<file path="src/rtl/cl_axi_rd_arbiter.sv">
// Round-robin arbiter sharing one AXI4 read master between NUM_REQ requesters.
// ARID carries the requester index on top; R beats are routed back by that tag.
module cl_axi_rd_arbiter #(
  parameter int unsigned NUM_REQ   = 2,
  parameter int unsigned ID_W      = 6,
  parameter int unsigned ADDR_W    = 64,
  parameter int unsigned DATA_W    = 512,
  parameter int unsigned MAX_OUTST = 8,
  localparam int unsigned IDX_W    = $clog2(NUM_REQ),
  localparam int unsigned MID_W    = ID_W + IDX_W
) (
  input  logic                        aclk,
  input  logic                        aresetn,
  input  logic [NUM_REQ-1:0]          s_arvalid,
  output logic [NUM_REQ-1:0]          s_arready,
  input  logic [NUM_REQ*ADDR_W-1:0]   s_araddr,
  input  logic [NUM_REQ*8-1:0]        s_arlen,
  input  logic [NUM_REQ*3-1:0]        s_arsize,
  input  logic [NUM_REQ*ID_W-1:0]     s_arid,
  output logic                        m_arvalid,
  input  logic                        m_arready,
  output logic [ADDR_W-1:0]           m_araddr,
  output logic [7:0]                  m_arlen,
  output logic [2:0]                  m_arsize,
  output logic [MID_W-1:0]            m_arid,
  input  logic                        m_rvalid,
  output logic                        m_rready,
  input  logic [MID_W-1:0]            m_rid,
  input  logic [DATA_W-1:0]           m_rdata,
  input  logic [1:0]                  m_rresp,
  input  logic                        m_rlast,
  output logic [NUM_REQ-1:0]          s_rvalid,
  input  logic [NUM_REQ-1:0]          s_rready,
  output logic [ID_W-1:0]             s_rid,
  output logic [DATA_W-1:0]           s_rdata,
  output logic [1:0]                  s_rresp,
  output logic                        s_rlast,
  output logic                        err_o
);

  localparam int unsigned CNT_W = $clog2(MAX_OUTST + 1);

  typedef enum logic {IDLE, ISSUE} state_t;

  state_t             state;
  logic [IDX_W-1:0]   rr_ptr;
  logic [CNT_W-1:0]   outst [NUM_REQ];

  logic [NUM_REQ-1:0] eligible;
  logic               grant_valid;
  logic [IDX_W-1:0]   grant_idx;
  logic [IDX_W-1:0]   cand;
  logic [ADDR_W-1:0]  sel_addr;
  logic [7:0]         sel_len;
  logic [2:0]         sel_size;
  logic [ID_W-1:0]    sel_id;

  logic [IDX_W-1:0]   r_idx;
  logic               r_last_hs;
  logic               underflow;
  logic [NUM_REQ-1:0] cnt_inc;
  logic [NUM_REQ-1:0] cnt_dec;

  // Pick the first eligible requester at or after rr_ptr; descending scan so the lowest offset wins.
  always_comb begin
    grant_valid = 1'b0;
    grant_idx   = '0;
    cand        = '0;
    for (int i = 0; i < int'(NUM_REQ); i++) begin
      eligible[i] = s_arvalid[i] && (outst[i] < CNT_W'(MAX_OUTST));
    end
    for (int k = int'(NUM_REQ) - 1; k >= 0; k--) begin
      cand = rr_ptr + IDX_W'(k);
      if (aresetn && (state == IDLE) && eligible[cand]) begin
        grant_valid = 1'b1;
        grant_idx   = cand;
      end
    end
  end

  always_comb begin
    sel_addr  = '0;
    sel_len   = '0;
    sel_size  = '0;
    sel_id    = '0;
    s_arready = '0;
    for (int i = 0; i < int'(NUM_REQ); i++) begin
      if (grant_idx == IDX_W'(i)) begin
        sel_addr     = s_araddr[i*ADDR_W +: ADDR_W];
        sel_len      = s_arlen[i*8 +: 8];
        sel_size     = s_arsize[i*3 +: 3];
        sel_id       = s_arid[i*ID_W +: ID_W];
        s_arready[i] = grant_valid;
      end
    end
  end

  // R channel is a pure combinational demux keyed by the index bits of RID.
  always_comb begin
    r_idx    = m_rid[MID_W-1:ID_W];
    s_rvalid = '0;
    for (int i = 0; i < int'(NUM_REQ); i++) begin
      if (r_idx == IDX_W'(i)) s_rvalid[i] = m_rvalid;
    end
    m_rready  = s_rready[r_idx];
    s_rid     = m_rid[ID_W-1:0];
    s_rdata   = m_rdata;
    s_rresp   = m_rresp;
    s_rlast   = m_rlast;
    r_last_hs = m_rvalid && m_rready && m_rlast;
    underflow = r_last_hs && (outst[r_idx] == '0);
  end

  always_comb begin
    cnt_inc = '0;
    cnt_dec = '0;
    for (int i = 0; i < int'(NUM_REQ); i++) begin
      cnt_inc[i] = grant_valid && (grant_idx == IDX_W'(i));
      cnt_dec[i] = r_last_hs && (r_idx == IDX_W'(i)) && (outst[i] != '0);
    end
  end

  // AR FSM: capture the winner's payload, then hold it on the master until accepted.
  always_ff @(posedge aclk or negedge aresetn) begin
    if (!aresetn) begin
      state     <= IDLE;
      rr_ptr    <= '0;
      m_arvalid <= 1'b0;
      m_araddr  <= '0;
      m_arlen   <= '0;
      m_arsize  <= '0;
      m_arid    <= '0;
    end else begin
      case (state)
        IDLE: begin
          if (grant_valid) begin
            state     <= ISSUE;
            rr_ptr    <= grant_idx + IDX_W'(1);
            m_arvalid <= 1'b1;
            m_araddr  <= sel_addr;
            m_arlen   <= sel_len;
            m_arsize  <= sel_size;
            m_arid    <= {grant_idx, sel_id};
          end
        end
        ISSUE: begin
          if (m_arready) begin
            state     <= IDLE;
            m_arvalid <= 1'b0;
          end
        end
      endcase
    end
  end

  // An underflowing rlast never decrements, so a same-cycle grant still counts.
  always_ff @(posedge aclk or negedge aresetn) begin
    if (!aresetn) begin
      for (int i = 0; i < int'(NUM_REQ); i++) outst[i] <= '0;
    end else begin
      for (int i = 0; i < int'(NUM_REQ); i++) begin
        if (cnt_inc[i] && !cnt_dec[i]) begin
          outst[i] <= outst[i] + CNT_W'(1);
        end else if (!cnt_inc[i] && cnt_dec[i]) begin
          outst[i] <= outst[i] - CNT_W'(1);
        end
      end
    end
  end

  always_ff @(posedge aclk or negedge aresetn) begin
    if (!aresetn) begin
      err_o <= 1'b0;
    end else if (underflow) begin
      err_o <= 1'b1;
    end
  end

endmodule

</file>
<file path="config.mk">
export PLATFORM = sky130hd
export DESIGN_NAME = cl_axi_rd_arbiter
export DESIGN_NICKNAME = d
export VERILOG_FILES = /design/src/rtl/cl_axi_rd_arbiter.sv
export SDC_FILE = /design/constraint.sdc
export NUM_CORES = 1
export LEC_CHECK = 0
export ABC_CLOCK_PERIOD_IN_PS = 4110
export BUFFER_PORTS_ARGS = -buffer_cell sky130_fd_sc_hd__buf_4
export CAP_MARGIN = 20
export CORE_AREA = 2 2 500 502
export DETAILED_ROUTE_END_ITERATION = 12
export DIE_AREA = 0 0 502 504
export HOLD_SLACK_MARGIN = 0.06
export PLACE_DENSITY = 0.3
export SLEW_MARGIN = 25
export SYNTH_ARGS = -nofsm -noshare
export SYNTH_HDL_FRONTEND = slang
export SYNTH_SLANG_ARGS = --single-unit
</file>
<file path="constraint.sdc">
create_clock -name aclk -period 4.11 [get_ports aclk]
set_input_delay 1.233 -clock aclk [delete_from_list [all_inputs] [get_ports aclk]]
set_output_delay 1.233 -clock aclk [all_outputs]
set_load 0.01 [all_outputs]
</file>
==> summary.txt <==
Synth
  – Syn avg cell area: 9.46 um^2
  – Area share of the largest cell type after synthesis: 0.468
  – Post-synth EDFFs: 0
  – Post-synthesis mux area share: 0.00763
  – Syn_nets: 1,584
  – Most used DFF post-synth: dfrtp_1
  – Most common cell in the netlist: buf_4
  – Synth top area cells: buf_4 47%, dfrtp_1 28%, a221o_1 9.7%, and3_1 6.1%, buf_8 1.3%
  – Async S/R FF share, synth: 1.00
  – Syn. warnings: 0
  – Yosys reg bits: 94
  – Synth Area in Compound Gates: 0.112
  – Synth Area in Adders: 0.0138
  – Post-Synth Simple-Gate Area: 0.0837
  – Combinational family with the most area after synthesis: buffers and inverters
  – Top cells by count, synth: 521 x buf_4, 94 x dfrtp_1, 81 x a221o_1, 81 x and3_1, 23 x clkbuf_1
  – Synth cell types: 35
  – Mapped Area: 8360 um^2
  – Xor and xnor area share after synthesis: 0.00419
  – Cells after Synth: 884
  – Synth area leader: buf_4
  – Post-synthesis sequential area ratio: 0.281

Clock tree
  – Num CTS Buffers: 9
  – Clk root buf: clkbuf_16
  – Clock slew at the register clock pins of the worst setup and hold paths: 0.09 ns
  – H-tree Lvls: 3
  – Hold Buf Count CTS: 0
  – Clk sink count: 94
  – Maximum root-to-sink buffer count: 2
  – CTS resizes: 0
  – Insertion delay to the later sink of the worst-skew pair: 0.45 ns
  – Post-CTS Setup Bufs: 0
  – TritonCTS clock tree: done

Worst setup path
  – Crit path max fanout: 6
  – Critical Path, Cell by Cell: buf_4, mux2_2, nand3_1, or3b_2, ha_1, inv_1, ha_1, or4_1, o211ai_1, o211ai_1
  – R2R depth: 8
  – CP required: 4.42 ns
  – CP peak stage delay: 0.49 ns
  – CP Class: in -> reg
  – Worst r2r dst: outst[3]
  – Critical R2R Launch: outst[3]
  – Worst Setup Start Kind: input pin
  – Critical Path AT: 3.69 ns
  – Crit-path slowest cell: or3b_2
  – Worst R2R Setup Slack: 1.47 ns
  – Critical Path End Type: register

Drt
  – First-pass DRT Iterations: 5
  – Vias: 5,775
  – DR iter-0 viols: 546
  – Vias/cell: 1.46
  – DR WL/cell: 38.2 um
  – Post-route DRC: 0
  – Wirelength, routed: 151,000 um
  – Routed Antenna Nets: 0

Die
  – I/O pin cnt: 1,302
  – Die Width: 502 um
  – Die Ht: 504 um
  – Die ar.: 253,000 um^2
  – Core area: 248,000 um^2
  – Initial Util: 0.0338
  – Row cnt: 183

Placement
  – Dpl cells: 3,926
  – Dpl hpwl: 141,000 um
  – Port bufs: 261
  – Post-place setup slack: 0.241 ns
  – Final Wtd Congestion: 0.758

Hold path
  – Min-delay src: m_arid[6]
  – HP Class: reg -> reg
  – WHS Endpoint: m_arid[6]
  – Hold path depth: 1

GRT
  – Initial antenna violation count: 37
  – First-pass GRT wire length: 165,000 um
  – Tot GR Track Use: 0.115
  – Total gr overflow: 0
  – Vias in the first global route: 5,606
  – Pin count of the biggest net entering global routing: 83

Finish
  – Layout cells sized above 1: 0.476
  – Nets@finish: 1,307
  – Area Overhead vs Synth: 29.1%
  – Post-Layout Cell Count: 3,944

Power and ir drop
  – Leakage Power: 3.60 nW
  – Peak VDD IR: 159 uV
  – Pwr dens: 454 nW/um^2

STA
  – PnR worst setup slack: 0.733 ns
  – Setup violations, final: 0
  – TNS Setup: 0 ns
  – Fin. Hold Viols: 0
  – Post-layout min period: 3.38 ns
  – Worst clock skew: 0.0162 ns
  – Maximum clock frequency: 296 MHz
  – Least-Margin Pin Slew: 0.823 ns
  – Slew Viols, Final: 0
  – Hold WS: 0.484 ns
  – Fin crit share: 0.822
  – Slew HR: 0.452
  – RSZ-0062 raised after global routing: false

Run
  – Max-cap violation count: 0

Run status
  – Status: finished clean
## where the power goes
group	switching [W]	internal, W
Clock	0.000535	0.000538
Combinational	0.00106	0.00110
Sequential	0.000321	0.00136
Total	0.00191	0.00299
## flip-flops by register name, indices dropped and copies added (netlist names)
signal and cells:
err_o 1, m_araddr 64, m_arid 7, m_arlen 8
m_arsize 3, m_arvalid 1, outst 8, rr_ptr 1
state 1
## per-layer routing
| layer | up-vias | routed length (um) | global-route usage |
|---|---|---|---|
| li1 | 1955 | - | - |
| met1 | 2431 | 18800 | 0.0418 |
| met2 | 1136 | 73000 | 0.196 |
| met3 | 231 | 55300 | 0.196 |
| met4 | 22 | 3070 | 0.0271 |
| met5 | - | 516 | 0.0126 |
## worst max path at each step
| stage | start | to | cells past startpoint |
|---|---|---|---|
| 3_3_place_gp | m_rid[6] | outst[3] | 10 |
| 6_report | m_rid[6] | outst[3] | 10 |
| 5_1_grt | m_rid[6] | outst[3] | 10 |
| 2_1_floorplan | s_arvalid[0] | outst[7] | 10 |
| 3_5_place_dp | m_rid[6] | outst[3] | 10 |
| 4_1_cts | m_rid[6] | s_rvalid[0] | 4 |
## cells by family (layout without fill, tap and decap cells)
kind of cell | Yosys count | in the layout
buffers and inverters | 562 | 289
DFF | 94 | 94
muxes | 6 | 6
AOI/OAI and AO/OA | 99 | 99
other | 0 | 3
and+or+nand+nor | 111 | 111
adders and majority gates | 8 | 8
xor gates and xnor gates | 4 | 4
## worst max-delay path: cells and delay by family
family	cells	cell delay [ns]
fa+ha+maj	2	0.57
compound gates	2	0.20
simple gates	3	1.15
mux	1	0.23
buf+inv	2	0.30
## placed cells by master (no fill, tap or decap), types with 2 or more instances in the layout
master      Yosys  layout
and2_1          2       2
a221o_1        81      81
nand2_1         4       4
nor4_1          2       2
diode_2         0       3
fa_1            2       2
xnor2_1         4       4
a21o_1          2       2
ha_1            6       6
a21oi_1         4       4
clkinvlp_4      0       2
buf_12          0       4
inv_1           4       4
mux2i_1         3       3
and3_1         81      81
nand3b_1        3       3
dfrtp_1        94      94
clkbuf_16       0       9
o211ai_1        5       5
nor3_1          2       2
bufinv_16       0       2
o21ai_0         3       3
nor2b_1         2       2
mux2_2          3       3
or4_1           2       2
a2111o_1        2       2
buf_4         521     265
or3_1           3       3
nand3_1         5       5
## through the flow
| stage | instance area, um^2 | util | power, W |
|---|---|---|---|
| floorplan | 8360 | - | 0.00316 |
| global placement | 10500 | 0.0423 | 0.00389 |
| detailed placement | 10500 | 0.0423 | 0.00388 |
| finish | 10800 | 0.0436 | 0.00491 |
| global route | 10800 | 0.0436 | 0.00522 |
| CTS | 10800 | 0.0436 | 0.00505 |
## final cells by class
cell class              instances  area [um^2]
clock buffers                   9          225
inverters                       4         15.0
clock inverters                 6         95.1
diodes                          3         7.51
multi-input cells             228         1850
fillers                     29344       237000
flip-flops and latches         94         2350
repair buffers                270         2080
well taps                    3330         4170
(Power assumes the default switching activity.)
